$ cat src/rtl/wb_arbiter.sv
// Round-robin Wishbone arbiter: NUM_MASTERS masters share one slave bus, grant held for the whole cyc tenure.
// A strobe watchdog turns a never-acknowledged access into an err termination.
module wb_arbiter #(
    parameter int NUM_MASTERS = 2,
    parameter int ADR_WIDTH   = 64,
    parameter int DAT_WIDTH   = 64,
    parameter int SEL_WIDTH   = 8,
    parameter int TIMEOUT     = 255
) (
    input  logic                             clk_i,
    input  logic                             rst_n_i,
    input  logic [NUM_MASTERS-1:0]           m_cyc_i,
    input  logic [NUM_MASTERS-1:0]           m_stb_i,
    input  logic [NUM_MASTERS-1:0]           m_we_i,
    input  logic [NUM_MASTERS*ADR_WIDTH-1:0] m_adr_i,
    input  logic [NUM_MASTERS*DAT_WIDTH-1:0] m_dat_i,
    input  logic [NUM_MASTERS*SEL_WIDTH-1:0] m_sel_i,
    output logic [DAT_WIDTH-1:0]             m_dat_o,
    output logic [NUM_MASTERS-1:0]           m_ack_o,
    output logic [NUM_MASTERS-1:0]           m_err_o,
    output logic                             s_cyc_o,
    output logic                             s_stb_o,
    output logic                             s_we_o,
    output logic [ADR_WIDTH-1:0]             s_adr_o,
    output logic [DAT_WIDTH-1:0]             s_dat_o,
    output logic [SEL_WIDTH-1:0]             s_sel_o,
    input  logic [DAT_WIDTH-1:0]             s_dat_i,
    input  logic                             s_ack_i,
    input  logic                             s_err_i,
    output logic [NUM_MASTERS-1:0]           gnt_o,
    output logic                             busy_o
);
    localparam int IDX_W = (NUM_MASTERS > 1) ? $clog2(NUM_MASTERS) : 1;
    localparam int WDT_W = $clog2(TIMEOUT + 1);

    localparam logic [0:0] ST_IDLE    = 1'b0;
    localparam logic [0:0] ST_GRANTED = 1'b1;

    logic [0:0]             state_reg, state_next;
    logic [NUM_MASTERS-1:0] gnt_reg, gnt_next;
    logic [IDX_W-1:0]       gidx_reg, gidx_next;
    logic [IDX_W-1:0]       last_reg, last_next;
    logic [WDT_W-1:0]       wdt_reg, wdt_next;

    logic [ADR_WIDTH-1:0] adr_arr [NUM_MASTERS];
    logic [DAT_WIDTH-1:0] dat_arr [NUM_MASTERS];
    logic [SEL_WIDTH-1:0] sel_arr [NUM_MASTERS];

    genvar gi;
    generate
        for (gi = 0; gi < NUM_MASTERS; gi++) begin : g_unpack
            assign adr_arr[gi] = m_adr_i[gi*ADR_WIDTH +: ADR_WIDTH];
            assign dat_arr[gi] = m_dat_i[gi*DAT_WIDTH +: DAT_WIDTH];
            assign sel_arr[gi] = m_sel_i[gi*SEL_WIDTH +: SEL_WIDTH];
        end
    endgenerate

    logic granted;
    logic g_cyc, g_stb, g_we;
    logic wdt_fire;

    assign granted = (state_reg == ST_GRANTED);
    assign g_cyc   = m_cyc_i[gidx_reg];
    assign g_stb   = m_stb_i[gidx_reg];
    assign g_we    = m_we_i[gidx_reg];

    // A same-cycle ack beats the watchdog so a late but valid response is never turned into an error.
    assign wdt_fire = granted & g_stb & (wdt_reg == WDT_W'(TIMEOUT)) & ~s_ack_i;

    assign s_cyc_o = granted & g_cyc;
    assign s_stb_o = granted & g_stb & ~wdt_fire;
    assign s_we_o  = granted & g_we;
    assign s_adr_o = granted ? adr_arr[gidx_reg] : '0;
    assign s_dat_o = granted ? dat_arr[gidx_reg] : '0;
    assign s_sel_o = granted ? sel_arr[gidx_reg] : '0;
    assign m_dat_o = s_dat_i;

    generate
        for (gi = 0; gi < NUM_MASTERS; gi++) begin : g_term
            assign m_ack_o[gi] = granted & (gidx_reg == IDX_W'(gi)) & s_ack_i;
            assign m_err_o[gi] = granted & (gidx_reg == IDX_W'(gi)) & (s_err_i | wdt_fire);
        end
    endgenerate

    assign gnt_o  = gnt_reg;
    assign busy_o = granted;

    // Round-robin pick: first cyc requester after the last released master.
    logic             pick_found;
    logic [IDX_W-1:0] pick_idx;
    int               cand;
    logic [IDX_W-1:0] cand_idx;

    always_comb begin
        pick_found = 1'b0;
        pick_idx   = '0;
        cand       = 0;
        cand_idx   = '0;
        for (int i = 1; i <= NUM_MASTERS; i++) begin
            cand = int'(last_reg) + i;
            if (cand >= NUM_MASTERS) begin
                cand = cand - NUM_MASTERS;
            end
            cand_idx = IDX_W'(cand);
            if (!pick_found && m_cyc_i[cand_idx]) begin
                pick_found = 1'b1;
                pick_idx   = cand_idx;
            end
        end
    end

    always_comb begin
        state_next = state_reg;
        gnt_next   = gnt_reg;
        gidx_next  = gidx_reg;
        last_next  = last_reg;
        wdt_next   = '0;
        case (state_reg)
            ST_IDLE: begin
                if (pick_found) begin
                    state_next = ST_GRANTED;
                    gidx_next  = pick_idx;
                    gnt_next   = NUM_MASTERS'(1) << pick_idx;
                end
            end
            ST_GRANTED: begin
                if (!g_cyc) begin
                    state_next = ST_IDLE;
                    gnt_next   = '0;
                    last_next  = gidx_reg;
                end else if (g_stb && !s_ack_i && !s_err_i && !wdt_fire) begin
                    wdt_next = wdt_reg + WDT_W'(1);
                end
            end
            default: begin
                state_next = ST_IDLE;
                gnt_next   = '0;
            end
        endcase
    end

    always_ff @(posedge clk_i) begin
        if (!rst_n_i) begin
            state_reg <= ST_IDLE;
            gnt_reg   <= '0;
            gidx_reg  <= '0;
            last_reg  <= IDX_W'(NUM_MASTERS - 1);
            wdt_reg   <= '0;
        end else begin
            state_reg <= state_next;
            gnt_reg   <= gnt_next;
            gidx_reg  <= gidx_next;
            last_reg  <= last_next;
            wdt_reg   <= wdt_next;
        end
    end
endmodule

$ cat config.mk
export PLATFORM = sky130hd
export DESIGN_NAME = wb_arbiter
export DESIGN_NICKNAME = d
export VERILOG_FILES = /design/src/rtl/wb_arbiter.sv
export SDC_FILE = /design/constraint.sdc
export NUM_CORES = 1
export LEC_CHECK = 0
export CORE_AREA = 2 2 219 221
export CTS_CLUSTER_SIZE = 12
export DETAILED_ROUTE_END_ITERATION = 7
export DIE_AREA = 0 0 221 223
export PLACE_DENSITY_LB_ADDON = 0.25
export SLEW_MARGIN = 25
export SYNTH_ARGS = -nofsm -noshare
export SYNTH_HDL_FRONTEND = slang
export SYNTH_SLANG_ARGS = --single-unit
$ cat constraint.sdc
create_clock -name clk_i -period 3.5 [get_ports clk_i]
set_input_delay 1.05 -clock clk_i [delete_from_list [all_inputs] [get_ports clk_i]]
set_output_delay 1.05 -clock clk_i [all_outputs]
set_load 0.1 [all_outputs]
# After elaboration in Yosys (flattened, before gate mapping)
# Index checks and enable logic that the tools add are counted.
# word_totals
mem_bits_rw,0
latch_bits,0
mem_count,0
register_bits,13
inputBits,346
rom_bits,0
word_cells,85
# op_classes
shift,1
n_mul,0
n_addsub,5
reduce_logical,12
n_eq_ne,3
magnitude_cmp,6
div_mod_pow,0
muxes,34
bitwise_logic,19
# ops
op,count
$mux W64,8
$mux W8,4
$mux W1,18
$and A1 B1 Y1,12
$add A8 B1 Y8 const B,1
$eq A8 B8 Y1 const B,1
$lt A1 B2 Y1 const B,3
$reduce_and A2 Y1,3
$not A1 Y1,5
$ge A2 B2 Y1 const B,2
$logic_and A1 B1 Y1,4
$logic_not A1 Y1,4
$mux W2,2
$ne A2 B2 Y1 const B,2
$pmux W2 S2,1
$reduce_and A4 Y1,1
$add A1 B2 Y3 const B,1
$ge A3 B2 Y1 const B,1
$add A1 B1 Y2 const B,1
$not A1 Y2,1
$pmux W1 S2,1
$shl A1 B1 Y2 const A,1
$sub A1 B1 Y1 const B,2
$or A1 B1 Y1,1

# Depth between registers and ports, before layout
# logic_depth
word_depth,12
depth_mapped,5

# Least setup slack after synthesis
# No wires, ideal clock.
# synth_path
path_type,reg2out
startpoint,"reg state_reg, in the netlist busy_o"
endpoint,out m_err_o[0]
path_buffers,1
arrival_ns,3.878
path_stages_with_launch,5
slack_ns,-1.428
path_cell_list,dfxtp_1 -> buf_2 -> nor2b_1 -> a41oi_1 -> nor3b_1
# synth_via
elab_chain_len,5
word_cells_on_any_way,6
cone_classes,bitwise (6)
# synth_lines
item,line,rtl
start: declaration,39,"logic [0:0] state_reg, state_next;"
start signal: assignment,150,state_reg <= state_next;
$and A1 B1 Y1 (3 in series),68,assign wdt_fire = granted & g_stb & (wdt_reg == WDT_W'(TIMEOUT)) & ~s_ack_i;
$or A1 B1 Y1,81,assign m_err_o[gi] = granted & (gidx_reg == IDX_W'(gi)) & (s_err_i | wdt_fire);
$and A1 B1 Y1 *,81,
end: declaration,20,"output logic [NUM_MASTERS-1:0] m_err_o,"
# Mark *: on every way between the ends. The rest lies on a longest branch, timed or not.

# Worst setup path in the final report
# layout_path
startpoint,in m_stb_i[0]
endpoint,out m_err_o[0]
# layout_via
elab_chain_len,7
# layout_lines
item,line,rtl
start: declaration,13,"input logic [NUM_MASTERS-1:0] m_stb_i,"
$mux W1 (implied by the code) (2 in series),64,assign g_stb = m_stb_i[gidx_reg];
$and A1 B1 Y1 (3 in series),68,
$or A1 B1 Y1,81,
$and A1 B1 Y1,81,
# No other way between the ends. The select of a mux whose other input is x is not followed.

==> results.sh <==
export IMPL_clockBufferDepth=2
export IMPL_worstHoldStart="wdt_reg[6]$_SDFF_PN0_"
export IMPL_hold_ws_ns=0.482
export IMPL_drtIter0Drc=103
export IMPL_slew_headroom=0.716
export IMPL_wl_um=20500
export IMPL_clock_sinks=13
export IMPL_synth_top_area_cell="mux2i_1"
export IMPL_switchingPower_mw=1.33
export IMPL_grt_start_max_net_pins=77
export IMPL_hold_path_cell_count=2
export IMPL_intPower_mw=1.28
export IMPL_fillers=5053
export IMPL_portBuffers=427
export IMPL_switching_share=0.509
export IMPL_wl_met2_um=10800
export IMPL_first_global_vias=4683
export IMPL_place_inst=1412
export IMPL_skew_ns=0.000685
export IMPL_hold_viol=0
export IMPL_drv_cap=0
export IMPL_p_leak_nw=3.78
export IMPL_drive_above_1_share=0.402
export IMPL_areaGrowthSynthToFinish_pct=197
export IMPL_vias=4396
export IMPL_track_usage=0.0791
export IMPL_wl_per_cell_um=14.5
export IMPL_arrival_ns=2.32
export IMPL_die_h_um=223
export IMPL_routed_top_layer="met4"
export IMPL_cts_buffers=3
export IMPL_postSynthNetCount=793
export IMPL_gp_congestion=0.729
export IMPL_r2r_end="wdt_reg[3]$_SDFF_PN0_"
export IMPL_synth_top_cell_area_share=0.386
export IMPL_detailed_place_hpwl_um=17500
export IMPL_viasPerCell=3.10
export IMPL_vdd_drop_max_mv=0.144
export IMPL_synth_seq_cells=13
export IMPL_max_freq_mhz=297
export IMPL_root_buffer="clkbuf_16"
export IMPL_pwr_share_clk=0.081
export IMPL_path_cells="clkdlybuf4s50_1, mux2_2, a41oi_1, nor3b_2, buf_12"
export IMPL_syn_inst=446
export IMPL_p_comb_frac=0.855
export IMPL_cp_end_kind="output pin"
export IMPL_htree_levels=1
export IMPL_grt_pass1_wl_um=30200
export IMPL_wl_met3_um=1630
export IMPL_nets=1149
export IMPL_worst_r2r_path_depth=4
export IMPL_path_clk_slew_ns=0.05
export IMPL_fp_dieW_um=221
export IMPL_grt_antenna_before_repair=0
export IMPL_path_max_fanout=2
export IMPL_netlist_area_um2=3550
export IMPL_ys_seq_area_frac=0.0733
export IMPL_cts_tree="built"
export IMPL_overflow=0
export IMPL_antenna_left=0
export IMPL_cp_slowest_stage_delay_ns=0.47
export IMPL_ctsHoldBuffers=0
export IMPL_rsz0062_at_grt="no"
export IMPL_row_count=80
export IMPL_yosys_warnings=0
export IMPL_mostFrequentLayoutCell="clkdlybuf4s50_1"
export IMPL_synth_area_leaders="mux2i_1, nor2b_1, buf_4, dfxtp_1, clkbuf_1"
export IMPL_finalCritPeriodShare=0.963
export IMPL_rrSetupSlack_ns=2.05
export IMPL_slowest_stage="clkdlybuf4s50_1"
export IMPL_largest_reg_flops=8
export IMPL_outcome="finished clean"
export IMPL_start_util=0.0753
export IMPL_core_area_um2=47100
export IMPL_cp_start_kind="primary input"
export IMPL_num_antenna_cells=0
export IMPL_critPathKind="primary input to output pin"
export IMPL_clk_latency_ns=0.24
export IMPL_finalMaxSlewViolations=0
export IMPL_startpoint="m_stb_i[0]"
export IMPL_post_cts_resized=0
export IMPL_worstPathRequired_ns=2.45
export IMPL_min_to="wdt_reg[6]$_SDFF_PN0_"
export IMPL_r2r_start="gidx_reg$_SDFFE_PN0P_"
export IMPL_die_area_um2=49300
export IMPL_power_density_nw_per_um2=248
export IMPL_power_frac_seq=0.064
export IMPL_stdcell_count=1416
export IMPL_syn_avg_cell_area_um2=7.96
export IMPL_tightest_slew_ns=0.415
export IMPL_finalSetupViolCount=0
export IMPL_period_needed_ns=3.37
export IMPL_ios=556
export IMPL_layout_common_cells="clkdlybuf4s50_1, buf_12, mux2i_1"
export IMPL_wl_met1_um=7720
export IMPL_hp_class="flip-flop to flip-flop"
export IMPL_drtPass1Iterations=4
export IMPL_synth_cell_types=34
export IMPL_post_route_drc_count=0
export IMPL_postCtsSetupBuffers=0
==> layout make-up <==
cell class                 instances  area (um^2)  area share
sequential                        13          268      0.0254
tap                              615          769      0.0730
clock inverter                     1         5.00    0.000475
inverter                           5         18.8     0.00178
clock buffer                       3         75.1     0.00712
timing repair buffer             448         5920       0.562
multi-input combinational        331         3480       0.331
==> worst max-delay path: cells and delay by family <==
family / cells / cell delay [ns]
compound gates: 1 / 0.15
simple gates: 1 / 0.27
mux: 1 / 0.16
buf+inv: 2 / 0.68
==> cell families (layout without fill, tap and decap cells) <==
| group | Yosys count | after routing | share of synthesized area |
|---|---|---|---|
| buffers and inverters | 102 | 457 | 0.189 |
| adder cells (fa/ha/maj) | 1 | 1 | 0.00352 |
| flip-flops | 13 | 13 | 0.0733 |
| AO/OA/AOI/OAI | 18 | 18 | 0.0363 |
| AND/OR/NAND/NOR | 170 | 170 | 0.298 |
| XOR/XNOR | 3 | 3 | 0.00740 |
| multiplexers | 139 | 139 | 0.393 |
==> how the worst max path moves through the flow <==
stage                  to  slack [ns]  cells past startpoint
5_1_grt        m_err_o[0]        0.03                      5
6_report       m_err_o[0]        0.13                      5
4_1_cts        m_err_o[0]        0.11                      5
3_3_place_gp   m_err_o[0]        0.14                      5
2_1_floorplan  m_err_o[0]       -0.47                      4
3_5_place_dp   m_err_o[0]        0.12                      5
==> cells in the mapped netlist (all sizes together) <==
cell and number:
a211o 1, a211oi 1, a21oi 6, a221oi 1, a311oi 1, a31oi 1
a41oi 2, and2 2, and3 1, and4 1, buf 83, clkbuf 14
dfxtp 13, ha 1, inv 5, mux2 2, mux2i 137, nand2 7
nand2b 2, nand3 4, nand3b 1, nand4 1, nor2 5, nor2b 140
nor3 2, nor3b 2, o21ai 4, o32a 1, or3 2, xnor2 1
xor2 2
==> per-layer routing <==
metal,vias up,global-route usage
li1,2143,-
met1,1994,0.0886
met2,235,0.148
met3,24,0.0246
met4,0,0.0130
met5,-,0
==> power groups by stage <==
stage | clock [mW] | sequential [mW] | combinational (mW)
2_1_floorplan | 0 | 0.179 | 1.64
3_3_place_gp | 0 | 0.171 | 2.25
3_5_place_dp | 0 | 0.171 | 2.25
4_1_cts | 0.220 | 0.168 | 2.26
5_1_grt | 0.227 | 0.169 | 2.31
6_report | 0.212 | 0.167 | 2.23
==> stage by stage <==
step | worst slack [ns] | util | total power, mW | setup TNS [ns] | cell area (um^2)
floorplan | -0.472 | - | 1.82 | -0.825 | 4420
global placement | 0.137 | 0.222 | 2.42 | 0 | 10500
detailed placement | 0.122 | 0.222 | 2.42 | 0 | 10500
CTS | 0.109 | 0.224 | 2.65 | 0 | 10500
global route | 0.0290 | 0.224 | 2.71 | 0 | 10500
finish | 0.129 | 0.224 | 2.61 | 0 | 10500
No activity file was read; power rests on OpenSTA's default activity.
